**src/rtl/uart_rx_param.sv**
```systemverilog
// uart_rx_param: UART receiver with a 2-flop line synchroniser, mid-bit sampling and a one-entry output register.
// Latency: data_valid rises 2 + CLKS_PER_BIT/2 + N*CLKS_PER_BIT + 1 cycles after the start edge is captured.
// Backpressure: a frame finishing while the held word is unread is dropped and flagged by the sticky overrun bit.
module uart_rx_param #(
   parameter int CLKS_PER_BIT = 10417,
   parameter int DATA_BITS    = 8,
   parameter int PARITY       = 0,
   parameter int STOP_BITS    = 1
) (
   input  logic                 sysclk,
   input  logic                 reset,
   input  logic                 enable,
   input  logic                 UART_RX,
   output logic [DATA_BITS-1:0] data,
   output logic                 data_valid,
   input  logic                 data_ready,
   output logic                 parity_err,
   output logic                 frame_err,
   output logic                 overrun,
   output logic                 busy
);

   localparam int CW = (CLKS_PER_BIT > 2) ? $clog2(CLKS_PER_BIT) : 1;
   localparam int IW = $clog2(DATA_BITS);
   localparam logic [CW-1:0] HALF_LOAD = CW'(CLKS_PER_BIT / 2 - 1);
   localparam logic [CW-1:0] FULL_LOAD = CW'(CLKS_PER_BIT - 1);
   localparam logic [IW-1:0] LAST_IDX  = IW'(DATA_BITS - 1);
   localparam logic          LAST_STOP = (STOP_BITS == 2);
   localparam logic          ODD       = (PARITY == 1);

   typedef enum logic [2:0] {
      S_IDLE,
      S_START,
      S_DATA,
      S_PAR,
      S_STOP,
      S_BREAK
   } state_t;

   state_t               state, state_n;
   logic                 sync1, rx_s;
   logic [CW-1:0]        cnt, cnt_n;
   logic [IW-1:0]        idx, idx_n;
   logic                 stop_idx, stop_idx_n;
   logic [DATA_BITS-1:0] sh, sh_n;
   logic                 perr_f, perr_n;
   logic                 ferr_f, ferr_n;
   logic                 commit, commit_n;
   logic                 tick;
   logic                 take;

   // counter expiry marks a sample point
   assign tick = (cnt == '0);
   // the consumer empties the holding register this cycle
   assign take = data_valid && data_ready;

   // two-flop synchroniser on the asynchronous line, idle high
   always_ff @(posedge sysclk) begin
      if (reset) begin
         sync1 <= 1'b1;
         rx_s  <= 1'b1;
      end else begin
         sync1 <= UART_RX;
         rx_s  <= sync1;
      end
   end

   // frame state register and datapath; busy mirrors the next state so it is registered
   always_ff @(posedge sysclk) begin
      if (reset) begin
         state    <= S_IDLE;
         cnt      <= '0;
         idx      <= '0;
         stop_idx <= 1'b0;
         sh       <= '0;
         perr_f   <= 1'b0;
         ferr_f   <= 1'b0;
         commit   <= 1'b0;
         busy     <= 1'b0;
      end else begin
         state    <= state_n;
         cnt      <= cnt_n;
         idx      <= idx_n;
         stop_idx <= stop_idx_n;
         sh       <= sh_n;
         perr_f   <= perr_n;
         ferr_f   <= ferr_n;
         commit   <= commit_n;
         busy     <= (state_n != S_IDLE);
      end
   end

   // next-state: sample at each terminal count and reload, so sample spacing never drifts
   always_comb begin
      state_n    = state;
      cnt_n      = cnt;
      idx_n      = idx;
      stop_idx_n = stop_idx;
      sh_n       = sh;
      perr_n     = perr_f;
      ferr_n     = ferr_f;
      commit_n   = 1'b0;
      if (!enable) begin
         state_n    = S_IDLE;
         cnt_n      = '0;
         idx_n      = '0;
         stop_idx_n = 1'b0;
      end else begin
         case (state)
            S_IDLE: begin
               if (!rx_s) begin
                  state_n = S_START;
                  cnt_n   = HALF_LOAD;
               end
            end
            S_START: begin
               if (!tick) begin
                  cnt_n = cnt - CW'(1);
               end else if (rx_s) begin
                  // line went back high before mid start bit: glitch, not a frame
                  state_n = S_IDLE;
               end else begin
                  state_n    = S_DATA;
                  cnt_n      = FULL_LOAD;
                  idx_n      = '0;
                  stop_idx_n = 1'b0;
                  perr_n     = 1'b0;
                  ferr_n     = 1'b0;
               end
            end
            S_DATA: begin
               if (!tick) begin
                  cnt_n = cnt - CW'(1);
               end else begin
                  sh_n  = {rx_s, sh[DATA_BITS-1:1]};
                  cnt_n = FULL_LOAD;
                  if (idx == LAST_IDX) begin
                     idx_n   = '0;
                     state_n = (PARITY != 0) ? S_PAR : S_STOP;
                  end else begin
                     idx_n = idx + IW'(1);
                  end
               end
            end
            S_PAR: begin
               if (!tick) begin
                  cnt_n = cnt - CW'(1);
               end else begin
                  perr_n  = ((^sh) ^ rx_s) != ODD;
                  cnt_n   = FULL_LOAD;
                  state_n = S_STOP;
               end
            end
            S_STOP: begin
               if (!tick) begin
                  cnt_n = cnt - CW'(1);
               end else begin
                  if (!rx_s) begin
                     ferr_n = 1'b1;
                  end
                  if (stop_idx == LAST_STOP) begin
                     // leave mid stop bit so a following start edge is not missed
                     commit_n   = 1'b1;
                     cnt_n      = '0;
                     stop_idx_n = 1'b0;
                     state_n    = (ferr_f || !rx_s) ? S_BREAK : S_IDLE;
                  end else begin
                     stop_idx_n = 1'b1;
                     cnt_n      = FULL_LOAD;
                  end
               end
            end
            S_BREAK: begin
               // a held-low line must return high before another start is accepted
               if (rx_s) begin
                  state_n = S_IDLE;
               end
            end
            default: begin
               state_n = S_IDLE;
            end
         endcase
      end
   end

   // one-entry holding register: commit loads it unless full and not being drained
   always_ff @(posedge sysclk) begin
      if (reset) begin
         data       <= '0;
         data_valid <= 1'b0;
         parity_err <= 1'b0;
         frame_err  <= 1'b0;
         overrun    <= 1'b0;
      end else if (commit) begin
         if (!data_valid || data_ready) begin
            data       <= sh;
            parity_err <= perr_f;
            frame_err  <= ferr_f;
            data_valid <= 1'b1;
            if (take) begin
               overrun <= 1'b0;
            end
         end else begin
            overrun <= 1'b1;
         end
      end else if (take) begin
         data_valid <= 1'b0;
         overrun    <= 1'b0;
      end
   end

endmodule

```
**config.mk**
```make
export PLATFORM = sky130hd
export DESIGN_NAME = uart_rx_param
export DESIGN_NICKNAME = d
export VERILOG_FILES = /design/src/rtl/uart_rx_param.sv
export SDC_FILE = /design/constraint.sdc
export NUM_CORES = 1
export LEC_CHECK = 0
export ABC_AREA = 1
export CAP_MARGIN = 20
export CORE_UTILIZATION = 62
export CTS_BUF_LIST = sky130_fd_sc_hd__clkbuf_2 sky130_fd_sc_hd__clkbuf_4 sky130_fd_sc_hd__clkbuf_8
export DETAILED_ROUTE_END_ITERATION = 10
export PLACE_DENSITY = 0.84
export REMOVE_ABC_BUFFERS = 1
export SYNTH_ARGS = -nofsm -noshare
export SYNTH_HDL_FRONTEND = slang
export SYNTH_SLANG_ARGS = --single-unit
```
**constraint.sdc**
```tcl
create_clock -name sysclk -period 2.5 [get_ports sysclk]
set_input_delay 0.25 -clock sysclk [delete_from_list [all_inputs] [get_ports sysclk]]
set_output_delay 0.25 -clock sysclk [all_outputs]
set_load 0.01 [all_outputs]
```
Yosys cells after proc, flatten, opt, wreduce, memory -nomap -nowiden
Cells that the tools add are included.

Register bits after elaboration: 47. Word-level logic and storage cells: 103.

Add/subtract/negate cells: 2. Bitwise gates (word level): 4. Reduce and logical (&&, ||, !) cells: 25. Multiplexer cells: 41. Equal/unequal tests: 15.

Operators with widths (count): two-way mux 14 bit (6); one-hot mux 14 bit (4 select lines) (1); two-way mux 3 bit (14); one-hot mux 3 bit (6 select lines) (1); zero test 14 bit (1); two-way mux 1 bit (14); inequality test 2 bit, second input constant (7); subtractor 14 x 1 -> 14 bit, second input constant (1); equality test 3 bit, second input constant (3); AND reduction 4 bit (2); nonzero test 2 bit (4); XOR reduction 8 bit (1); equality test 3 x 2 -> 1 bit, second input constant (2); one-hot mux 1 bit (2 select lines) (3); one-hot mux 3 bit (2 select lines) (1); AND reduction 3 bit (2); AND reduction 6 bit (1); AND reduction 5 bit (1); AND reduction 2 bit (2); nonzero test 4 bit (1); OR reduction 2 bit (2); OR reduction 4 bit (1); adder 3 x 1 -> 3 bit, second input constant (1); equality test 3 x 1 -> 1 bit, second input constant (1); 10 further kinds (14).

Depth between registers and ports, before layout
Depth in word-level cells: 8. Gate-level depth with buffers: 11. Gate-level depth less buffers: 11.

Least setup slack after synthesis
No wires, ideal clock.

Path type: flip-flop to flip-flop. Start point: register cnt[0]. End point: register sh[6]. Data required time: 2.381 ns. Setup slack: 1.059 ns. Buffers on the path: 1. Arrival: 1.322 ns. Cell stages (with the launch flop): 9. Cells stage by stage: dfxtp_1 > inv_1 > ha_1 > nand2_2 > nor2_4 > nand4_2 > buf_2 > o21ai_1 > a21oi_1.

Word-level cells in the longest chain between the ends: 2.

Ends and longest elaborated chain: from (decl) (RTL line 42) `logic [CW-1:0] cnt, cnt_n;`; from (signal assigned) (RTL line 82) `cnt <= cnt_n;`; zero test 14 bit (RTL line 53) `assign tick = (cnt == '0);`; AND reduction 3 bit (no line); to (signal assigned) (RTL line 85) `sh <= sh_n;`; to (decl) (RTL line 45) `logic [DATA_BITS-1:0] sh, sh_n;`.

Every way passes these cells. A chain may end at the register's enable or synchronous reset.

Worst setup path after layout
Start point: register state[2]. End point: register cnt[13].

Word-level cells in the longest chain between the ends: 4. Elaborated cells on any way between the ends: 11. Those cells by class: 6 x eq/ne; 1 x mux; 4 x reduce/logical.

Ends and longest elaborated chain: from (decl) (RTL line 40) `state_t state, state_n;`; from (signal assigned) (RTL line 81) `state <= state_n;`; equality test 3 x 2 -> 1 bit (RTL line 109) `case (state)`; OR reduction 2 bit (no line); nonzero test 4 bit (no line); AND reduction 3 bit (no line).

Several ways; a longest one is shown, not always the timed one.

==> results.cfg <==
[timing]
rsz0062_at_grt = no
maxSlewHeadroom_pct = 69.50
setup_violations = 0
maxSlewViolCount = 0
fin_crit_sh_pct = 70.10
setup_ws_ns = 0.7474
fmax_mhz = 570.6
finalSetupTns_ns = 0
skew_ns = 0.009449
tightest_slew_ns = 0.4570
min_period_ns = 1.753
hold_viol = 0

[layout]
final_nets = 372
antenna_cells = 0
drive_gt1_share_pct = 9.615
final_cell_mix = 69 x nand2_1, 46 x dfxtp_1, 45 x nor2_1, 36 x inv_1, 35 x a21oi_1
fillerInstances = 305
multi_input_area_um2 = 1269
seq_area_um2 = 920.9
final_common_cell = nand2_1
syn2layout_area_growth_pct = 12.49
final_cells = 412

[power]
p_sw_w = 0.0003954
clkPwrFrac_pct = 33.0
ir_worst_vdd_uv = 381.9
pwr-share-comb_pct = 13.4
seq_power_share_pct = 53.6
swShare_pct = 28.37
p_leak_nw = 1.156
finalPower_w = 0.001394
cellPowerDensity_nw_per_um2 = 519.8
p_int_w = 0.0009983

[place]
gp_congestion = 0.9048
port-buffer-count = 17
dp_slack_ns = 0.7021
dp_hpwl_mm = 3.664
dp.cells = 404

[routing]
post_drt_wl_per_cell_um = 11.92
antenna_left = 0
drc = 0
vias = 2201
viasPerCell = 5.342
drt_iter0_markers = 164
postRouteWirelength_mm = 4.909
drtPass1Iterations = 4

[hold_path]
min_path_cells = 1
hold_path.class = register to register
hold_path_end = rx_s
min_from = sync1

[worst_setup_path]
critPathKind = register to register
path_depth = 7
endpoint_kind = register
rr_worst_depth = 7
critPathMaxStageDelay_ns = 0.51
cpMaxStageDelayCell = dfxtp_1
startpoint_type = register
crit_top_cell = nand3_1
rrSetupSlack_ns = 0.75
reg2reg_from = state[2]
cp.arrival_ns = 1.94
worstPathCellList = clkinv_1, nand3_1, nand3_1, nand2_2, nor2_2, o21ai_1, a21oi_1
cp_data_required_time_ns = 2.69
critPathMaxFanout = 7
critPathBufInv = 1
critical-path-top-delay-family = simple AND/OR/NAND/NOR gates
crit-reg2reg-capture = cnt[13]

[synth]
avgSynthCellArea_um2 = 6.909
synthCells = 345
ys_types = 34
yosysWarnings = 0
ys_ff_latch = 46
netlist_area_um2 = 2384
ys_seq_area_share_pct = 38.64

[grt]
grt_pass1_vias = 1899
grt_overflow = 0
track_usage_pct = 26.89
grt_pass1_wl_mm = 8.487
grt_start_max_net_pins = 20
antenna_found_initial = 0

[clock_network]
numCtsBuffers = 5
cts_sinks = 46
clk_path_buf_depth = 2
cts_tree = done
ctsResizeCount = 0
cts_hold_buf = 0
path_clk_slew_ns = 0.09
htreeDepth = 2
clk_latency_ns = 0.31
post_cts_buffers = 0
cts_root_buf = clkbuf_8

[flow_run]
maxCapViolCount = 0

[floorplan]
die-area_um2 = 4097
dieHeight_um = 64.01
num_rows = 22
start_util_pct = 65.11
die_w_um = 64.01
fp.coreArea_um2 = 3661
io_pins = 18

[run_status]
status = completed
==> kinds of logic after synthesis <==
logic type / after synthesis / share of synthesized area (%)
flip-flops: 46 / 38.64
AO/OA/AOI/OAI: 77 / 16.85
AND/OR/NAND/NOR: 162 / 31.71
XOR/XNOR: 7 / 2.572
adder cells (fa/ha/maj): 4 / 2.100
buffers and inverters: 49 / 8.137
==> flip-flops by register name, indices dropped and copies added (netlist names) <==
register,count
rx_s,1
overrun,1
idx,3
busy,1
data_valid,1
data,8
frame_err,1
sync1,1
cnt,14
commit,1
sh,8
state,3
parity_err,1
ferr_f,1
perr_f,1
==> area by class of cell <==
type | count | share of cell area (%)
Sequential cell | 46 | 34.34
Multi-Input combinational cell | 250 | 47.32
Clock inverter | 3 | 0.7933
Timing Repair Buffer | 19 | 6.906
Clock buffer | 5 | 2.566
Tap cell | 48 | 2.240
Inverter | 41 | 5.833
==> metrics by stage <==
step / cell area, µm² / hold slack, ns / util, %
final: 2681 / 0.4130 / 73.24
after global routing: 2681 / 0.4244 / 73.24
after CTS: 2681 / 0.4128 / 73.24
after detailed placement: 2591 / 0.3923 / 70.78
after global placement: 2591 / 0.3937 / 70.78
after floorplan: 2346 / 0.3191 / -
==> worst max path at each step <==
stage	start	endpoint	slack [ns]
2_1_floorplan	cnt[0]	sh[0]	1.02
3_3_place_gp	enable	busy	0.70
3_5_place_dp	enable	busy	0.70
4_1_cts	cnt[0]	sh[1]	0.79
5_1_grt	state[1]	sh[4]	0.57
6_report	state[2]	cnt[13]	0.75
==> power by group through the flow <==
stage	sequential, W	combinational, W	clock [W]
after detailed placement	0.000764	0.000185	0
final	0.000747	0.000187	0.000460
after global routing	0.000749	0.000211	0.000495
after CTS	0.000747	0.000186	0.000469
after global placement	0.000764	0.000183	0
after floorplan	0.000763	0.000142	0
==> cell usage after synthesis <==
cell type	n	area, µm²
nor2_1	45	168.9
ha_1	4	50.05
buf_1	2	7.510
o21ai_1	16	80.08
nor3_1	3	15.01
nand4_2	1	12.51
inv_1	36	135.1
nor4_2	1	12.51
clkbuf_1	2	7.510
xor2_1	5	43.79
or2_2	2	12.51
buf_4	1	7.510
nand3_1	21	105.1
nor2_8	1	20.02
nand2_2	7	43.79
nor2_4	3	33.78
buf_2	3	15.01
nand2_4	1	11.26
o21bai_1	1	7.510
o211ai_1	2	15.01
xnor2_1	2	17.52
a22oi_1	1	7.510
inv_4	1	6.260
a21oi_2	1	8.760
inv_2	2	7.510
nand4_1	3	18.77
clkinv_1	2	7.510
nand3_4	1	17.52
a211oi_1	1	7.510
dfxtp_1	46	920.9
nor2_2	4	25.02
nand2_1	69	259.0
a21oi_1	35	175.2
o21ai_0	20	100.1
==> metal layers <==
metal	global-route usage [%]	up-vias	routed length [µm]
li1	-	1154	-
met1	35.50	978	2314
met2	41.76	57	2221
met3	5.536	12	287
met4	12.78	0	85
met5	0	-	0
No activity file was read; power rests on OpenSTA's default activity.
